### config.mk
export PLATFORM = sky130hd
export DESIGN_NAME = mult
export DESIGN_NICKNAME = d
export VERILOG_FILES = /design/src/rtl/mult.sv
export SDC_FILE = /design/constraint.sdc
export NUM_CORES = 1
export LEC_CHECK = 0
export CAP_MARGIN = 20
export CORE_MARGIN = 2
export CORE_UTILIZATION = 51
export CTS_BUF_LIST = sky130_fd_sc_hd__clkbuf_8
export DETAILED_ROUTE_END_ITERATION = 8
export GPL_TIMING_DRIVEN = 0
export PLACE_DENSITY = 0.85
export SYNTH_ARGS = -nofsm -noshare
export SYNTH_HDL_FRONTEND = slang
export SYNTH_SLANG_ARGS = --single-unit
export TNS_END_PERCENT = 30
### constraint.sdc
create_clock -name clk -period 3.4 [get_ports clk]
set_input_delay 0.68 -clock clk [delete_from_list [all_inputs] [get_ports clk]]
set_output_delay 0.68 -clock clk [all_outputs]
set_load 0.02 [all_outputs]
### src/rtl/mult.sv
// mult: sequential signed 32x32 -> 64-bit multiplier, radix-2 Booth, one iteration per cycle.
//
// Ports:
//   clk       rising-edge clock for all state
//   reset     synchronous active-high reset
//   srcA      signed multiplicand, sampled on an init edge (multCtrl=1)
//   srcB      signed multiplier, sampled on an init edge
//   multCtrl  init strobe; loads operands and (re)starts an operation from any state
//   multDone  one-cycle pulse when hi/lo hold a freshly completed product
//   hi        upper 32 bits of the signed product (registered, held until next init/reset)
//   lo        lower 32 bits of the signed product (registered, held until next init/reset)
//
// An init edge clears hi/lo; the result is written 32 edges later.

module mult (
    input  logic        clk,
    input  logic        reset,
    input  logic [31:0] srcA,
    input  logic [31:0] srcB,
    input  logic        multCtrl,
    output logic        multDone,
    output logic [31:0] hi,
    output logic [31:0] lo
);

    typedef enum logic {StIdle, StRun} state_e;

    state_e      state_q;
    logic [32:0] acc_q;     // accumulator A, one guard bit so A +/- M never overflows
    logic [32:0] m_q;       // sign-extended multiplicand
    logic [31:0] q_q;       // multiplier, shifts out as product low half shifts in
    logic        qm1_q;     // Booth look-back bit
    logic [5:0]  cnt_q;     // iterations completed

    logic [32:0] acc_sum;
    logic [32:0] acc_shift;
    logic [31:0] q_shift;
    logic        qm1_shift;

    // Booth recode on {Q[0], Qm1}, then arithmetic shift of {A, Q, Qm1} right by one.
    always_comb begin
        acc_sum = acc_q;
        case ({q_q[0], qm1_q})
            2'b01:   acc_sum = acc_q + m_q;
            2'b10:   acc_sum = acc_q - m_q;
            default: acc_sum = acc_q;
        endcase
        acc_shift = {acc_sum[32], acc_sum[32:1]};
        q_shift   = {acc_sum[0], q_q[31:1]};
        qm1_shift = q_q[0];
    end

    always_ff @(posedge clk) begin
        multDone <= 1'b0;
        if (reset) begin
            state_q <= StIdle;
            acc_q   <= '0;
            m_q     <= '0;
            q_q     <= '0;
            qm1_q   <= 1'b0;
            cnt_q   <= '0;
            hi      <= '0;
            lo      <= '0;
        end else if (multCtrl) begin
            // Init wins over completion: an op finishing on this edge is discarded.
            state_q <= StRun;
            acc_q   <= '0;
            m_q     <= {srcA[31], srcA};
            q_q     <= srcB;
            qm1_q   <= 1'b0;
            cnt_q   <= '0;
            hi      <= '0;
            lo      <= '0;
        end else if (state_q == StRun) begin
            acc_q <= acc_shift;
            q_q   <= q_shift;
            qm1_q <= qm1_shift;
            cnt_q <= cnt_q + 6'd1;
            if (cnt_q == 6'd31) begin
                hi       <= acc_shift[31:0];
                lo       <= q_shift;
                multDone <= 1'b1;
                state_q  <= StIdle;
            end
        end
    end

endmodule

* Yosys cells after proc, flatten, opt, wreduce, memory -nomap -nowiden *
Cells that the tools add are included.

operators by class
  add/sub/neg operators = 3
  $mul = 0
  divide/modulo/power cells = 0
  $lt $le $gt $ge = 0
  equal/unequal tests = 3
  shift operators = 0
  multiplexer cells = 7
  bitwise gates (word level) = 1
  reduce and logical (&&, ||, !) cells = 4

operator list
  cell                                                  number
  one-hot mux 33 bit (2 select lines)                   1
  two-way mux 32 bit                                    2
  adder 32 x 32 -> 33 bit                               1
  subtractor 32 x 32 -> 33 bit                          1
  adder 6 x 1 -> 6 bit (second input constant)          1
  equality test 6 x 5 -> 1 bit (second input constant)  1
  two-way mux 1 bit                                     4
  OR reduction 3 bit                                    1
  equality test 2 x 1 -> 1 bit (second input constant)  1
  equality test 2 bit (second input constant)           1
  AND reduction 2 bit                                   1
  nonzero test 2 bit                                    1
  OR reduction 2 bit                                    1
  NOT 1 bit                                             1

word-level totals
  bits in registers = 169
  bits in latches = 0
  memory bits (writable) = 0
  memory bits (read-only) = 0
  input port bits = 67
  output and inout port bits = 65
  word-level logic and storage cells = 27
  memories = 0

* Logic depth before layout (Yosys ltp) *
  word-level depth = 4
  mapped depth = 17
  mapped depth without buffers = 17

* Worst setup path after synthesis *
No wires, ideal clock.

  kind = register to register
  start = reg m_q[2]
  end = reg hi[27]
  library setup time = 58 ps
  arrival time = 3740 ps
  required time = 3342 ps
  slack = -398 ps
  stages on the path, launching flop included = 15
  path buffers = 1
  clock period less this slack = 3798 ps
  cells stage by stage = dfxtp_1 nor4_1 nand4_1 o41ai_1 xor2_1 ha_1 clkbuf_1 nand4_1 nor2_1 o211ai_1 a21boi_0 o211ai_1 or4b_2 nand4_1 o21a_1

on the way
  cells in the longest elaborated chain, start to end = 2
  elaborated cells on any way between the ends = 3
  classes of those cells = add/sub (2); mux (1)

ends and longest elaborated chain
  what                                                                     RTL line  RTL
  start, declared                                                          30        logic [32:0] m_q;
  start signal, assigned                                                   68        m_q <= {srcA[31], srcA};
  subtractor 32 x 32 -> 33 bit or adder 32 x 32 -> 33 bit (tied branches)  45, 44
  one-hot mux 33 bit (2 select lines) (*)                                  43        case ({q_q[0], qm1_q})
  end signal, assigned                                                     80        hi <= acc_shift[31:0];
  end, declared                                                            22        output logic [31:0] hi,

Mark *: on every way between the ends. The rest lies on a longest branch, timed or not.
A chain may end at the register's enable or synchronous reset.

* Worst setup path in the final report *
  start = reg m_q[1]
  end = reg hi[31]

The elaborated chain is that of the path after synthesis.

==> flow_summary.ini <==
[outcome]
outcome = complete, but fails checks
violations = negative setup slack

[sta]
finalHoldViolCount = 0
tightestPinTransition_ns = 0.844
hold-worst-slack_ns = 0.461
maxSlewHeadroom = 0.437
fmax_mhz = 257
finalWorstSetupSlack_ns = -0.497
drv_slew = 0
tns_ns = -5.90
clock_skew_ns = 0.0159
rsz0062_at_grt = yes
final-setup-viol-count = 28
fin_crit_sh = 1.15
post-route-min-period_ns = 3.90

[cts]
clk_pin_slew_worst_paths_ns = 0.10
ctsHoldBuffers = 0
clkSinkCount = 169
clk_path_buf_depth = 2
numCtsBuffers = 17
cts_tree = done
clock_latency_ns = 0.50
cts_max_level = 4
root_buffer = clkbuf_8

[floorplanning]
die_x_microns = 137
die-area_sq_um = 18800
rows = 48
die_h_microns = 137
start_util = 0.522
io-pin-count = 132
coreArea_sq_um = 17400

[power_and_ir_drop]
p_per_area_nw_per_um2 = 395
peakVddDrop_v = 0.000338
leakagePower_nw = 4.46

[finish]
drive_gt1_frac = 0.168
finish.instance_area_sq_um = 12400
layout.cells.non_filler = 1574
final_cell_mix = 165 x nor2_1, 161 x dfxtp_1, 131 x a21oi_1, 130 x clkdlybuf4s50_1, 111 x nand2_1
syn_to_final_growth_pct = 36.4
layout_commonest_cell = nor2_1
fin_nets = 1439
antenna_cells = 0

[synth]
synth_seq_cells = 169
async_flop_share = 0
ys_types = 62
netlist_area_sq_um = 9060
yosys_most_used_dff = dfxtp_1
ys_seq_area_frac = 0.374
synth-edff-count = 0
synth_area_per_cell_sq_um = 7.88
yosysWarnings = 0
synthesis.nets = 1253
syn-instance-count = 1150

[worst_hold_path]
hp-start = lo[24]
whs_path_depth = 2
holdPathEnd = lo[24]
min_path_type = flip-flop to flip-flop

[critical_path]
r2r_slack_ns = -0.50
required_ns = 3.82
critPathLaunchType = flip-flop
rr_worst_depth = 17
r2r-end = hi[31]
end_kind = flip-flop
rr_startpoint = m_q[1]
crit_fanout = 7
critPathKind = flip-flop to flip-flop
crit_arrival_ns = 4.32

[global_routing]
grt_max_degree = 20
antenna_found_initial = 0
grtUsageTotal = 0.301
grt_pass1_wl_microns = 44900
grt_pass1_vias = 8875
gr-total-overflow = 0

[route]
antenna_left = 0
detail_route.first_pass.iterations = 7
vias = 9738
route.detailed.drc = 0
routed_via_density = 6.19
routed_wl_microns = 30400
avgRoutedWirePerCell_microns = 19.3
drtIter0Drc = 928

[place]
place_area_sq_um = 10700
io_buffers = 130
place_ws_ns = -0.738
dp_cells = 1505
post-dp-hpwl_microns = 20200
gp_congestion = 0.969

[job]
drv_cap = 0
-- Yosys cell counts, types with 16 or more instances --
master / instances / area [sq um]
a211oi_1: 24 / 180
a21oi_1: 157 / 786
a31oi_1: 19 / 119
buf_1: 16 / 60.1
clkbuf_1: 55 / 206
dfxtp_1: 169 / 3380
ha_1: 35 / 438
inv_1: 27 / 101
mux2i_1: 75 / 751
nand2_1: 115 / 432
nand3_1: 22 / 110
nor2_1: 174 / 653
nor3_1: 17 / 85.1
o21ai_0: 75 / 375
xnor2_1: 38 / 333
-- per-stage QoR --
step                 util  total power [mW]
CTS                 0.683              4.67
finish              0.712              4.88
floorplan               -              2.82
global placement    0.619              3.09
global route        0.712              5.05
detailed placement  0.619              3.11
-- report_power, final --
| group | switching (mW) | internal [mW] |
|---|---|---|
| clock | 0.912 | 0.565 |
| sequential | 0.0806 | 2.04 |
| combinational | 0.724 | 0.559 |
| total | 1.72 | 3.16 |
-- registers in the layout, summed over array words and instances (netlist names) --
name	flops
lo	32
acc_q	32
qm1_q	1
cnt_q	6
q_q	32
multDone	1
state_q	1
m_q	32
hi	32
-- how the worst max path moves through the flow --
stage / to / slack [ns] / startpoint / cells after the start
3_3_place_gp: hi[31] / -0.64 / m_q[0] / 16
2_1_floorplan: hi[31] / -0.03 / m_q[27] / 12
4_1_cts: hi[27] / -0.27 / m_q[5] / 15
6_report: hi[31] / -0.50 / m_q[1] / 17
5_1_grt: hi[31] / -0.60 / m_q[25] / 12
3_5_place_dp: acc_q[28] / -0.74 / q_q[0] / 12
-- worst max-delay path, stage by stage (launching register included) --
cell and delay [ns]:
dfxtp_2 0.37, inv_2 0.09, ha_4 0.15, nor2b_4 0.16
nand4_1 0.20, buf_4 0.23, buf_4 0.15, o31ai_1 0.33
xor2_1 0.46, ha_4 0.23, o21ai_1 0.09, a21oi_2 0.21
o22ai_4 0.14, o21ai_2 0.20, o31ai_4 0.12, a2111oi_4 0.38
xnor2_2 0.13, a211oi_2 0.18
-- metal layers --
| metal | global-route usage | up-vias | wire [microns] |
|---|---|---|---|
| met5 | 0 | - | 0 |
| met4 | 0.141 | 0 | 1540 |
| met3 | 0.0592 | 139 | 2480 |
| met2 | 0.487 | 575 | 14100 |
| met1 | 0.387 | 4597 | 12200 |
| li1 | - | 4427 | - |
-- cell families after synthesis --
logic type,Yosys count,share of synthesized area
XOR/XNOR,52,0.0503
buffers and inverters,103,0.0467
adder cells (fa/ha/maj),36,0.0506
multiplexers,75,0.0829
flip-flops,169,0.374
AO/OA/AOI/OAI,331,0.212
AND/OR/NAND/NOR,384,0.184
-- timing repair --
| item | CTS | global route |
|---|---|---|
| endpoints found under the setup margin | 51 | 44 |
| buffers inserted | 34 | 15 |
| pin swaps | 55 | 67 |
| gates resized for setup | 109 | 88 |
-- layout make-up --
type                    instances  area, sq um
flip-flops and latches        169         3400
plain buffers                  67          309
multi-input cells             878         6200
clock buffers                  17          234
well taps                     225          282
clock inverters                15          170
inverters                      27          101
fillers                      1239         5000
repair buffers                176         1660
Note: power is estimated with default switching activity, not from simulation.
